### src/rtl/chip_pkg.sv
// Shared types for the bank access sequencer.
//   cmd_op_e    : command opcode carried on cmd_op (ACT/RD/WR/PRE)
//   seq_state_e : sequencer state (IDLE, RD_BURST, WR_BURST)
package chip_pkg;

  typedef enum logic [1:0] {
    ACT = 2'b00,
    RD  = 2'b01,
    WR  = 2'b10,
    PRE = 2'b11
  } cmd_op_e;

  typedef enum logic [1:0] {
    IDLE     = 2'b00,
    RD_BURST = 2'b01,
    WR_BURST = 2'b10
  } seq_state_e;

endpackage

### src/rtl/bank_access_sequencer_if.sv
// Host-side bus of the bank access sequencer.
//   cmd_*       : command handshake (valid/ready) with op, bank group, bank, row, column
//   wdata*      : write-data handshake, consumed one beat per accepted word during a write burst
//   rdata*, err : registered read data with valid/last flags, and a one-cycle error pulse
// master = command source, slave = sequencer.
interface bank_access_sequencer_if
  import chip_pkg::*;
#(
  parameter int BGWIDTH      = 2,
  parameter int BAWIDTH      = 2,
  parameter int COLWIDTH     = 10,
  parameter int CHWIDTH      = 5,
  parameter int DEVICE_WIDTH = 4
);
  logic                    cmd_valid;
  logic                    cmd_ready;
  cmd_op_e                 cmd_op;
  logic [BGWIDTH-1:0]      cmd_bg;
  logic [BAWIDTH-1:0]      cmd_ba;
  logic [CHWIDTH-1:0]      cmd_row;
  logic [COLWIDTH-1:0]     cmd_col;
  logic [DEVICE_WIDTH-1:0] wdata;
  logic                    wdata_valid;
  logic                    wdata_ready;
  logic [DEVICE_WIDTH-1:0] rdata;
  logic                    rdata_valid;
  logic                    rdata_last;
  logic                    err;

  modport master (
    output cmd_valid, cmd_op, cmd_bg, cmd_ba, cmd_row, cmd_col, wdata, wdata_valid,
    input  cmd_ready, wdata_ready, rdata, rdata_valid, rdata_last, err
  );

  modport slave (
    input  cmd_valid, cmd_op, cmd_bg, cmd_ba, cmd_row, cmd_col, wdata, wdata_valid,
    output cmd_ready, wdata_ready, rdata, rdata_valid, rdata_last, err
  );
endinterface

### src/rtl/bank_state_table.sv
// Per-bank row register and open flag.
//   clk, rst          : clock, synchronous active-high reset (clears rows and flags)
//   we, wr_bg, wr_ba  : single write port selecting one bank
//   wr_open           : new open flag for the selected bank
//   wr_row_en, wr_row : optionally load the row register (ACT loads, PRE keeps it)
//   row_o, open_o     : full-array outputs
module bank_state_table #(
  parameter int BGWIDTH    = 2,
  parameter int BANKGROUPS = 2**BGWIDTH,
  parameter int BAWIDTH    = 2,
  parameter int CHWIDTH    = 5
) (
  input  logic                                                clk,
  input  logic                                                rst,
  input  logic                                                we,
  input  logic [BGWIDTH-1:0]                                  wr_bg,
  input  logic [BAWIDTH-1:0]                                  wr_ba,
  input  logic                                                wr_open,
  input  logic                                                wr_row_en,
  input  logic [CHWIDTH-1:0]                                  wr_row,
  output logic [BANKGROUPS-1:0][2**BAWIDTH-1:0][CHWIDTH-1:0]  row_o,
  output logic [BANKGROUPS-1:0][2**BAWIDTH-1:0]               open_o
);
  localparam int BPG = 2**BAWIDTH;

  for (genvar g = 0; g < BANKGROUPS; g++) begin : g_grp
    for (genvar b = 0; b < BPG; b++) begin : g_bank
      logic sel;
      assign sel = we && (wr_bg == BGWIDTH'(g)) && (wr_ba == BAWIDTH'(b));

      always_ff @(posedge clk) begin
        if (rst) begin
          row_o[g][b]  <= '0;
          open_o[g][b] <= 1'b0;
        end else if (sel) begin
          open_o[g][b] <= wr_open;
          if (wr_row_en) row_o[g][b] <= wr_row;
        end
      end
    end
  end
endmodule

### src/rtl/bank_access_sequencer.sv
// Bank access sequencer: takes ACT/RD/WR/PRE commands and turns RD/WR into
// BL-beat bursts on the chip-side per-bank ports.
//   clk, rst : clock, synchronous active-high reset
//   bus      : host command / write-data / read-data interface (slave side)
//   rd_o_wr  : per-bank write strobe, high only on an accepted write beat
//   dqin     : write data fanned out to all banks (zero outside write bursts)
//   dqout    : per-bank read data, sampled from the addressed bank
//   row      : per-bank open row register
//   column   : current beat column, fanned out to all banks
// Build option: define BANK_ACCESS_CHECK_EN to drop RD/WR to a closed bank and
// ACT to an open bank, pulsing err the following cycle.
module bank_access_sequencer
  import chip_pkg::*;
#(
  parameter int BGWIDTH      = 2,
  parameter int BANKGROUPS   = 2**BGWIDTH,
  parameter int BAWIDTH      = 2,
  parameter int COLWIDTH     = 10,
  parameter int DEVICE_WIDTH = 4,
  parameter int CHWIDTH      = 5,
  parameter int BL           = 8
) (
  input  logic                                                    clk,
  input  logic                                                    rst,
  bank_access_sequencer_if.slave                                  bus,
  output logic [BANKGROUPS-1:0][2**BAWIDTH-1:0]                   rd_o_wr,
  output logic [BANKGROUPS-1:0][2**BAWIDTH-1:0][DEVICE_WIDTH-1:0] dqin,
  input  logic [BANKGROUPS-1:0][2**BAWIDTH-1:0][DEVICE_WIDTH-1:0] dqout,
  output logic [BANKGROUPS-1:0][2**BAWIDTH-1:0][CHWIDTH-1:0]      row,
  output logic [BANKGROUPS-1:0][2**BAWIDTH-1:0][COLWIDTH-1:0]     column
);
  localparam int                  BPG       = 2**BAWIDTH;
  localparam int                  BLW       = $clog2(BL);
  localparam logic [COLWIDTH-1:0] BL_MASK   = COLWIDTH'(BL-1);
  localparam logic [BLW-1:0]      LAST_BEAT = BLW'(BL-1);

  seq_state_e           state_q, state_d;
  cmd_op_e              op;
  logic [BGWIDTH-1:0]   bg_q;
  logic [BAWIDTH-1:0]   ba_q;
  logic [COLWIDTH-1:0]  col_q, beat_col;
  logic [BLW-1:0]       beat_q, beat_d;
  logic                 acc, drop, latch, beat_en, rd_beat, wr_beat;
  logic                 tbl_we, tbl_open, tbl_row_en;
  logic [BANKGROUPS-1:0][BPG-1:0] open_tbl;

  logic [DEVICE_WIDTH-1:0] rdata_q;
  logic                    rdata_valid_q, rdata_last_q;

  assign op = bus.cmd_op;

  // Commands are only taken in IDLE and never while reset is held.
  assign bus.cmd_ready   = (state_q == IDLE) && !rst;
  assign bus.wdata_ready = (state_q == WR_BURST) && !rst;
  assign acc             = bus.cmd_valid && bus.cmd_ready;

`ifdef BANK_ACCESS_CHECK_EN
  logic sel_open, err_q;
  assign sel_open = open_tbl[bus.cmd_bg][bus.cmd_ba];
  assign drop     = (op == ACT) ? sel_open :
                    ((op == RD) || (op == WR)) ? !sel_open : 1'b0;

  always_ff @(posedge clk) begin
    if (rst) err_q <= 1'b0;
    else     err_q <= acc && drop;
  end
  assign bus.err = err_q;
`else
  // Open flags are still tracked so the table is identical in both builds.
  logic unused_open;
  assign unused_open = ^open_tbl;
  assign drop        = 1'b0;
  assign bus.err     = 1'b0;
`endif

  bank_state_table #(
    .BGWIDTH   (BGWIDTH),
    .BANKGROUPS(BANKGROUPS),
    .BAWIDTH   (BAWIDTH),
    .CHWIDTH   (CHWIDTH)
  ) u_tbl (
    .clk      (clk),
    .rst      (rst),
    .we       (tbl_we),
    .wr_bg    (bus.cmd_bg),
    .wr_ba    (bus.cmd_ba),
    .wr_open  (tbl_open),
    .wr_row_en(tbl_row_en),
    .wr_row   (bus.cmd_row),
    .row_o    (row),
    .open_o   (open_tbl)
  );

  always_ff @(posedge clk) begin
    if (rst) state_q <= IDLE;
    else     state_q <= state_d;
  end

  always_comb begin
    state_d    = state_q;
    beat_d     = beat_q;
    latch      = 1'b0;
    beat_en    = 1'b0;
    tbl_we     = 1'b0;
    tbl_open   = 1'b0;
    tbl_row_en = 1'b0;
    case (state_q)
      IDLE: begin
        if (acc && !drop) begin
          unique case (op)
            ACT: begin tbl_we = 1'b1; tbl_open = 1'b1; tbl_row_en = 1'b1; end
            PRE: tbl_we = 1'b1;
            RD:  begin latch = 1'b1; beat_d = '0; state_d = RD_BURST; end
            WR:  begin latch = 1'b1; beat_d = '0; state_d = WR_BURST; end
          endcase
        end
      end
      RD_BURST: beat_en = !rst;
      WR_BURST: beat_en = !rst && bus.wdata_valid;
      default:  state_d = IDLE;
    endcase
    if (beat_en) begin
      if (beat_q == LAST_BEAT) begin
        beat_d  = '0;
        state_d = IDLE;
      end else begin
        beat_d = beat_q + 1'b1;
      end
    end
  end

  assign rd_beat = beat_en && (state_q == RD_BURST);
  assign wr_beat = beat_en && (state_q == WR_BURST);

  // Beat column wraps inside the BL-aligned block: upper bits from the command
  // column, low bits advance modulo BL.
  assign beat_col = (col_q & ~BL_MASK) | ((col_q + COLWIDTH'(beat_q)) & BL_MASK);

  always_ff @(posedge clk) begin
    if (rst) begin
      bg_q          <= '0;
      ba_q          <= '0;
      col_q         <= '0;
      beat_q        <= '0;
      rdata_q       <= '0;
      rdata_valid_q <= 1'b0;
      rdata_last_q  <= 1'b0;
    end else begin
      beat_q        <= beat_d;
      rdata_valid_q <= rd_beat;
      rdata_last_q  <= rd_beat && (beat_q == LAST_BEAT);
      if (rd_beat) rdata_q <= dqout[bg_q][ba_q];
      if (latch) begin
        bg_q  <= bus.cmd_bg;
        ba_q  <= bus.cmd_ba;
        col_q <= bus.cmd_col;
      end
    end
  end

  assign bus.rdata       = rdata_q;
  assign bus.rdata_valid = rdata_valid_q;
  assign bus.rdata_last  = rdata_last_q;

  always_comb begin
    rd_o_wr = '0;
    dqin    = '0;
    column  = '0;
    for (int g = 0; g < BANKGROUPS; g++) begin
      for (int b = 0; b < BPG; b++) begin
        column[g][b]  = beat_col;
        dqin[g][b]    = (state_q == WR_BURST) ? bus.wdata : '0;
        rd_o_wr[g][b] = wr_beat && (bg_q == BGWIDTH'(g)) && (ba_q == BAWIDTH'(b));
      end
    end
  end
endmodule

### src/flat_wrapper.sv
// flat-port wrapper written by rule: the top's interface ports become plain ports
module bank_access_sequencer_flat import chip_pkg::*;
#(
  parameter int BGWIDTH      = 2,
  parameter int BANKGROUPS   = 2**BGWIDTH,
  parameter int BAWIDTH      = 2,
  parameter int COLWIDTH     = 10,
  parameter int DEVICE_WIDTH = 4,
  parameter int CHWIDTH      = 5,
  parameter int BL           = 8
)
  (clk, rst, rd_o_wr, dqin, dqout, row, column, bus_cmd_valid, bus_cmd_op, bus_cmd_bg, bus_cmd_ba, bus_cmd_row, bus_cmd_col, bus_wdata, bus_wdata_valid, bus_cmd_ready, bus_wdata_ready, bus_rdata, bus_rdata_valid, bus_rdata_last, bus_err);
  bank_access_sequencer_if #(.BGWIDTH(BGWIDTH), .BAWIDTH(BAWIDTH), .COLWIDTH(COLWIDTH), .CHWIDTH(CHWIDTH), .DEVICE_WIDTH(DEVICE_WIDTH)) bus_i ();
  input  logic clk;
  input  logic rst;
  output logic [BANKGROUPS-1:0][2**BAWIDTH-1:0] rd_o_wr;
  output logic [BANKGROUPS-1:0][2**BAWIDTH-1:0][DEVICE_WIDTH-1:0] dqin;
  input  logic [BANKGROUPS-1:0][2**BAWIDTH-1:0][DEVICE_WIDTH-1:0] dqout;
  output logic [BANKGROUPS-1:0][2**BAWIDTH-1:0][CHWIDTH-1:0] row;
  output logic [BANKGROUPS-1:0][2**BAWIDTH-1:0][COLWIDTH-1:0] column;
  input wire logic [$bits(bus_i.cmd_valid)-1:0] bus_cmd_valid;
  input wire logic [$bits(bus_i.cmd_op)-1:0] bus_cmd_op;
  input wire logic [$bits(bus_i.cmd_bg)-1:0] bus_cmd_bg;
  input wire logic [$bits(bus_i.cmd_ba)-1:0] bus_cmd_ba;
  input wire logic [$bits(bus_i.cmd_row)-1:0] bus_cmd_row;
  input wire logic [$bits(bus_i.cmd_col)-1:0] bus_cmd_col;
  input wire logic [$bits(bus_i.wdata)-1:0] bus_wdata;
  input wire logic [$bits(bus_i.wdata_valid)-1:0] bus_wdata_valid;
  output wire logic [$bits(bus_i.cmd_ready)-1:0] bus_cmd_ready;
  output wire logic [$bits(bus_i.wdata_ready)-1:0] bus_wdata_ready;
  output wire logic [$bits(bus_i.rdata)-1:0] bus_rdata;
  output wire logic [$bits(bus_i.rdata_valid)-1:0] bus_rdata_valid;
  output wire logic [$bits(bus_i.rdata_last)-1:0] bus_rdata_last;
  output wire logic [$bits(bus_i.err)-1:0] bus_err;
  assign bus_i.cmd_valid = bus_cmd_valid;
  assign bus_i.cmd_op = bus_cmd_op;
  assign bus_i.cmd_bg = bus_cmd_bg;
  assign bus_i.cmd_ba = bus_cmd_ba;
  assign bus_i.cmd_row = bus_cmd_row;
  assign bus_i.cmd_col = bus_cmd_col;
  assign bus_i.wdata = bus_wdata;
  assign bus_i.wdata_valid = bus_wdata_valid;
  assign bus_cmd_ready = bus_i.cmd_ready;
  assign bus_wdata_ready = bus_i.wdata_ready;
  assign bus_rdata = bus_i.rdata;
  assign bus_rdata_valid = bus_i.rdata_valid;
  assign bus_rdata_last = bus_i.rdata_last;
  assign bus_err = bus_i.err;
  bank_access_sequencer #(.BGWIDTH(BGWIDTH), .BANKGROUPS(BANKGROUPS), .BAWIDTH(BAWIDTH), .COLWIDTH(COLWIDTH), .DEVICE_WIDTH(DEVICE_WIDTH), .CHWIDTH(CHWIDTH), .BL(BL)) u_core (.clk(clk), .rst(rst), .bus(bus_i), .rd_o_wr(rd_o_wr), .dqin(dqin), .dqout(dqout), .row(row), .column(column));
endmodule
### config.mk
export PLATFORM = sky130hd
export DESIGN_NAME = bank_access_sequencer_flat
export DESIGN_NICKNAME = d
export VERILOG_FILES = /design/src/rtl/chip_pkg.sv /design/src/rtl/bank_access_sequencer_if.sv /design/src/rtl/bank_state_table.sv /design/src/rtl/bank_access_sequencer.sv /design/src/flat_wrapper.sv
export SDC_FILE = /design/constraint.sdc
export NUM_CORES = 1
export LEC_CHECK = 0
export ABC_AREA = 1
export CORE_AREA = 4 4 161 163
export DETAILED_ROUTE_END_ITERATION = 8
export DIE_AREA = 0 0 165 167
export PLACE_DENSITY_LB_ADDON = 0.15
export SLEW_MARGIN = 20
export SYNTH_ARGS = -nofsm -noshare
export SYNTH_HDL_FRONTEND = slang
export SYNTH_HIERARCHICAL = 1
export SYNTH_SLANG_ARGS = --single-unit
### constraint.sdc
create_clock -name clk -period 2.5 [get_ports clk]
set_clock_uncertainty 0.15 [all_clocks]
set_input_delay 0.5 -clock clk [delete_from_list [all_inputs] [get_ports clk]]
set_output_delay 0.5 -clock clk [all_outputs]
set_load 0.02 [all_outputs]
# Word-level counts from Yosys, hierarchy flattened

Index checks and enable logic that the tools add are counted.
W data, S select, Z words.

Add/sub/neg operators: 2
$mul: 0
Div/mod/pow operators: 0
$lt $le $gt $ge: 2
Eq/ne operators: 18
Shift operators: 0
Muxes and demuxes: 25
Bitwise operators: 1
Reduce and logical (&&, ||, !) cells: 77

Operator list:

| cell                  | count |
|---|---|
| $logic_and A1 B1 Y1   | 47 |
| $bmux W16 S2          | 1 |
| $reduce_and A2 Y1     | 16 |
| $eq A2 B2 Y1 const B  | 11 |
| $mux W16              | 1 |
| $mux W3               | 5 |
| $eq A2 B1 Y1 const B  | 6 |
| $logic_not A2 Y1      | 6 |
| $or A10 B3 Y10        | 1 |
| $mux W1               | 9 |
| $bmux W4 S2           | 1 |
| $mux W4               | 2 |
| $pmux W2 S2           | 2 |
| $lt A2 B3 Y1 const B  | 2 |
| $mux W2               | 3 |
| $reduce_bool A2 Y1    | 3 |
| $reduce_or A2 Y1      | 3 |
| $add A3 B1 Y3 const B | 1 |
| $add A3 B3 Y3         | 1 |
| $eq A3 B3 Y1 const B  | 1 |
| $reduce_and A3 Y1     | 1 |
| $pmux W1 S2           | 1 |
| $logic_not A1 Y1      | 1 |

Register bits: 105
Bits in latches: 0
Bits in writable memories: 0
ROM bits: 0
Bits of input ports: 93
Output and inout bits: 329
Memories kept: 0

# Longest topological paths before layout

Word-level depth: 8
Mapped depth: 14

# By module

Netlist, hierarchy kept.

Modules (own cells, without submodules):

| module                | times used | cells an instance | area each (µm²) | sequential area each (µm²) |
|---|---|---|---|---|
| bank_state_table      | 1          | 584               | 3991.3          | 1921.8 |
| bank_access_sequencer | 1          | 554               | 3778.6          | 500.5 |

# Worst setup path before layout

OpenSTA, ideal clock, no wires.

Path kind: flip-flop to output port
From: register u_core.beat_q[0]
To: output port column[102] in the netlist's numbering
Arrival: 2.135 ns
Setup slack: -0.285 ns
Cell stages (with the launch flop): 5
Buffers on the path: 1
Path through: dfxtp_1 ha_1 fa_1 xnor2_1 buf_4

RTL lines:

| element                  | RTL line                     | source |
|---|---|---|
| start: declaration       | bank_access_sequencer.sv:42  | `logic [BLW-1:0] beat_q, beat_d;` |
| start signal: assignment | bank_access_sequencer.sv:149 | `beat_q <= beat_d;` |
| end: declaration         | flat_wrapper.sv:20           | `output logic [BANKGROUPS-1:0][2**BAWIDTH-1:0][COLWIDTH-1:0] column;` |

==> summary.md <==
| Metric | Value |
|---|---|
| Starting Density | 29.6% |
| Gr ovfl total | 0 |
| Minimum clock period | 2.44 ns |
| CP arrival | 1.79 ns |
| Vias | 6862 |
| Req. time, crit path | 1.85 ns |
| Total CTS buffers | 9 |
| Critical-path maximum fanout | 16 |
| Port Buffer Count | 420 |
| First-pass GRT wire length | 38400 um |
| Cell Int Power | 2.80 mW |
| CTS tree | done |
| Final instance area | 0.0105 mm2 |
| Vias/cell | 4.25 |
| FF-to-FF End | u_core/u_tbl/row_o[44] |
| Switching share of power | 30.4% |
| Worst-Skew Late Latency | 0.34 ns |
| Storage element area | 0.00211 mm2 |
| Crit. End Element | output port |
| Global-route usage over all layers | 17.8% |
| Die area | 0.0276 mm2 |
| Fin. Hold Viols | 0 |
| Worst vdd ir | 0.298 mV |
| Relative slew slack | 65.2% |
| Clock power frac | 34.7% |
| Largest net degree at the start of global routing | 39 |
| Post-Route WL | 25800 um |
| DR WL/cell | 16.0 um |
| CP Launch Type | flip-flop |
| Area Overhead vs Synth | 46.1% |
| Max-capacitance violation count | 0 |
| Setup TNS | 0 ns |
| Detail Route Antenna Nets | 0 |
| Area of the multi-input gates | 0.00294 mm2 |
| Status | finished, final reports clean |
| Avg Cell Area, Syn | 6.75 um2 |
| Worst-case reg-to-reg path depth | 13 |
| Hold endpoint | u_core/u_tbl/row_o[42] |
| Hold Buf Count CTS | 0 |
| Pwr per Cell Area | 383 mW/mm2 |
| Routability cong. | 0.812 |
| Initial antenna violation count | 3 |
| Clk slew on worst S/H paths | 0.08 ns |
| First-pass iteration count of the detailed router | 4 |
| Clock root cell | clkbuf_16 |
| P_sw | 1.22 mW |
| Critical path type | flip-flop to output port |
| Remaining DRCs | 0 |
| Fin Hold WS | 0.322 ns |
| H-tree lvl count | 3 |
| Cells after Synth | 1066 |
| Die Span Y | 167 um |
| R2r startpoint | u_core/state_q[0] |
| Comb pwr share | 22.8% |
| YS warnings | 6 |
| Final core utilization | 43.2% |
| Worst Max-Slew Pin Slew | 0.521 ns |
| Placed instance area | 0.0105 mm2 |
| Final nets | 1389 |
| Row cnt | 57 |
| Max-slew violation count | 0 |
| Syn_nets | 1169 |
| Reg power frac | 42.5% |
| Vias in the first global route | 6384 |
| Die span in x | 165 um |
| Ports | 422 |
| CTS Sinks | 105 |
| Starting DRT DRC Count | 316 |
| RSZ-0062 raised after global routing | yes |
| Fillers | 2543 |
| Min-Delay Path Depth | 2 |
| Flop-to-flop setup slack | 0.32 ns |
| Static leakage | 4.77 nW |
| HP Start | u_core/u_tbl/row_o[42] |
| Tcrit/Tclk final | 97.7% |
| Layout cells sized above 1 | 18.1% |
| Mapped Area | 0.00720 mm2 |
| CTS max path bufs | 2 |
| Core Area | 0.0243 mm2 |
| Post-DP HPWL | 20500 um |
| Final setup fails | 0 |
| Fmax | 0.409 GHz |
| Worst Hold Class | flip-flop to flip-flop |
==> per-layer routing <==
layer / up-vias / GRT usage [%] / routed length (um)
met4: 4 / 4.38 / 387
met5: - / 0 / 34
met2: 233 / 32.6 / 13300
met1: 3072 / 20.4 / 10200
met3: 26 / 4.57 / 1860
li1: 3527 / - / -
==> worst max path at each step <==
stage | start | endpoint | slack [ns] | depth (start not counted)
final | u_core/state_q[0] | dqin[35] | 0.06 | 7
after global routing | u_core/state_q[0] | dqin[31] | -0.07 | 7
after CTS | u_core/state_q[1] | rd_o_wr[8] | 0.002 | 9
after detailed placement | bus_wdata_valid | rd_o_wr[6] | -0.24 | 6
after global placement | bus_wdata_valid | rd_o_wr[14] | -0.22 | 6
after floorplan | u_core/beat_q[0] | column[102] | 0.08 | 4
==> per-stage QoR <==
step / power, mW / setup WS [ns] / instances
after global routing: 4.24 / -0.0726 / 1615
after global placement: 2.70 / -0.223 / 1599
after detailed placement: 2.70 / -0.239 / 1599
after CTS: 4.11 / 0.00163 / 1614
after floorplan: 2.33 / 0.0797 / 1066
final: 4.03 / 0.0566 / 1615
==> layout make-up <==
class                   instances  share of cell area [%]
diodes                          1                  0.0238
clock buffers                   9                    2.14
clock inverters                 6                   0.571
inverters                      77                    2.81
multi-input cells             611                    27.9
flip-flops and latches        105                    20.0
well taps                     324                    3.85
repair buffers                482                    42.6
==> power by group through the flow <==
| stage | registers (mW) | logic [mW] | clock network (mW) |
|---|---|---|---|
| after floorplan | 1.74 | 0.584 | 0 |
| after global placement | 1.75 | 0.946 | 0 |
| after detailed placement | 1.75 | 0.943 | 0 |
| after CTS | 1.71 | 0.927 | 1.47 |
| after global routing | 1.72 | 0.989 | 1.53 |
| final | 1.71 | 0.918 | 1.40 |
==> cell usage in the layout (no fill, tap or decap), drive strengths merged, types with 47 or more instances in the layout <==
cell and n:
clkdlybuf4s50 292, nand2 284, nor2 148, dfxtp 105, buf 96, inv 80
clkbuf 57, a21oi 56, nand3 53, nand4 47
==> critical path: stages, from the launching register on <==
cell,delay [ns]
dfxtp_1,0.32
inv_2,0.10
ha_2,0.20
buf_6,0.18
nand2_1,0.07
inv_1,0.09
buf_12,0.14
dlygate4sd2_1,0.34
==> state kept, by name (all words and copies together) (netlist names) <==
signal                  cells
u_core/u_tbl/row_o         80
u_core/bus.rdata_valid      1
u_core/beat_q               3
u_core/bg_q                 2
u_core/state_q              2
u_core/bus.rdata            4
u_core/ba_q                 2
u_core/col_q               10
u_core/bus.rdata_last       1
==> timing repair <==
item,4_1_cts,5_1_grt
setup buffers,0,0
endpoints found under the setup margin,145,158
gates resized for setup,247,140
pin swaps,1,0
Power figures use the tool's default switching activity.
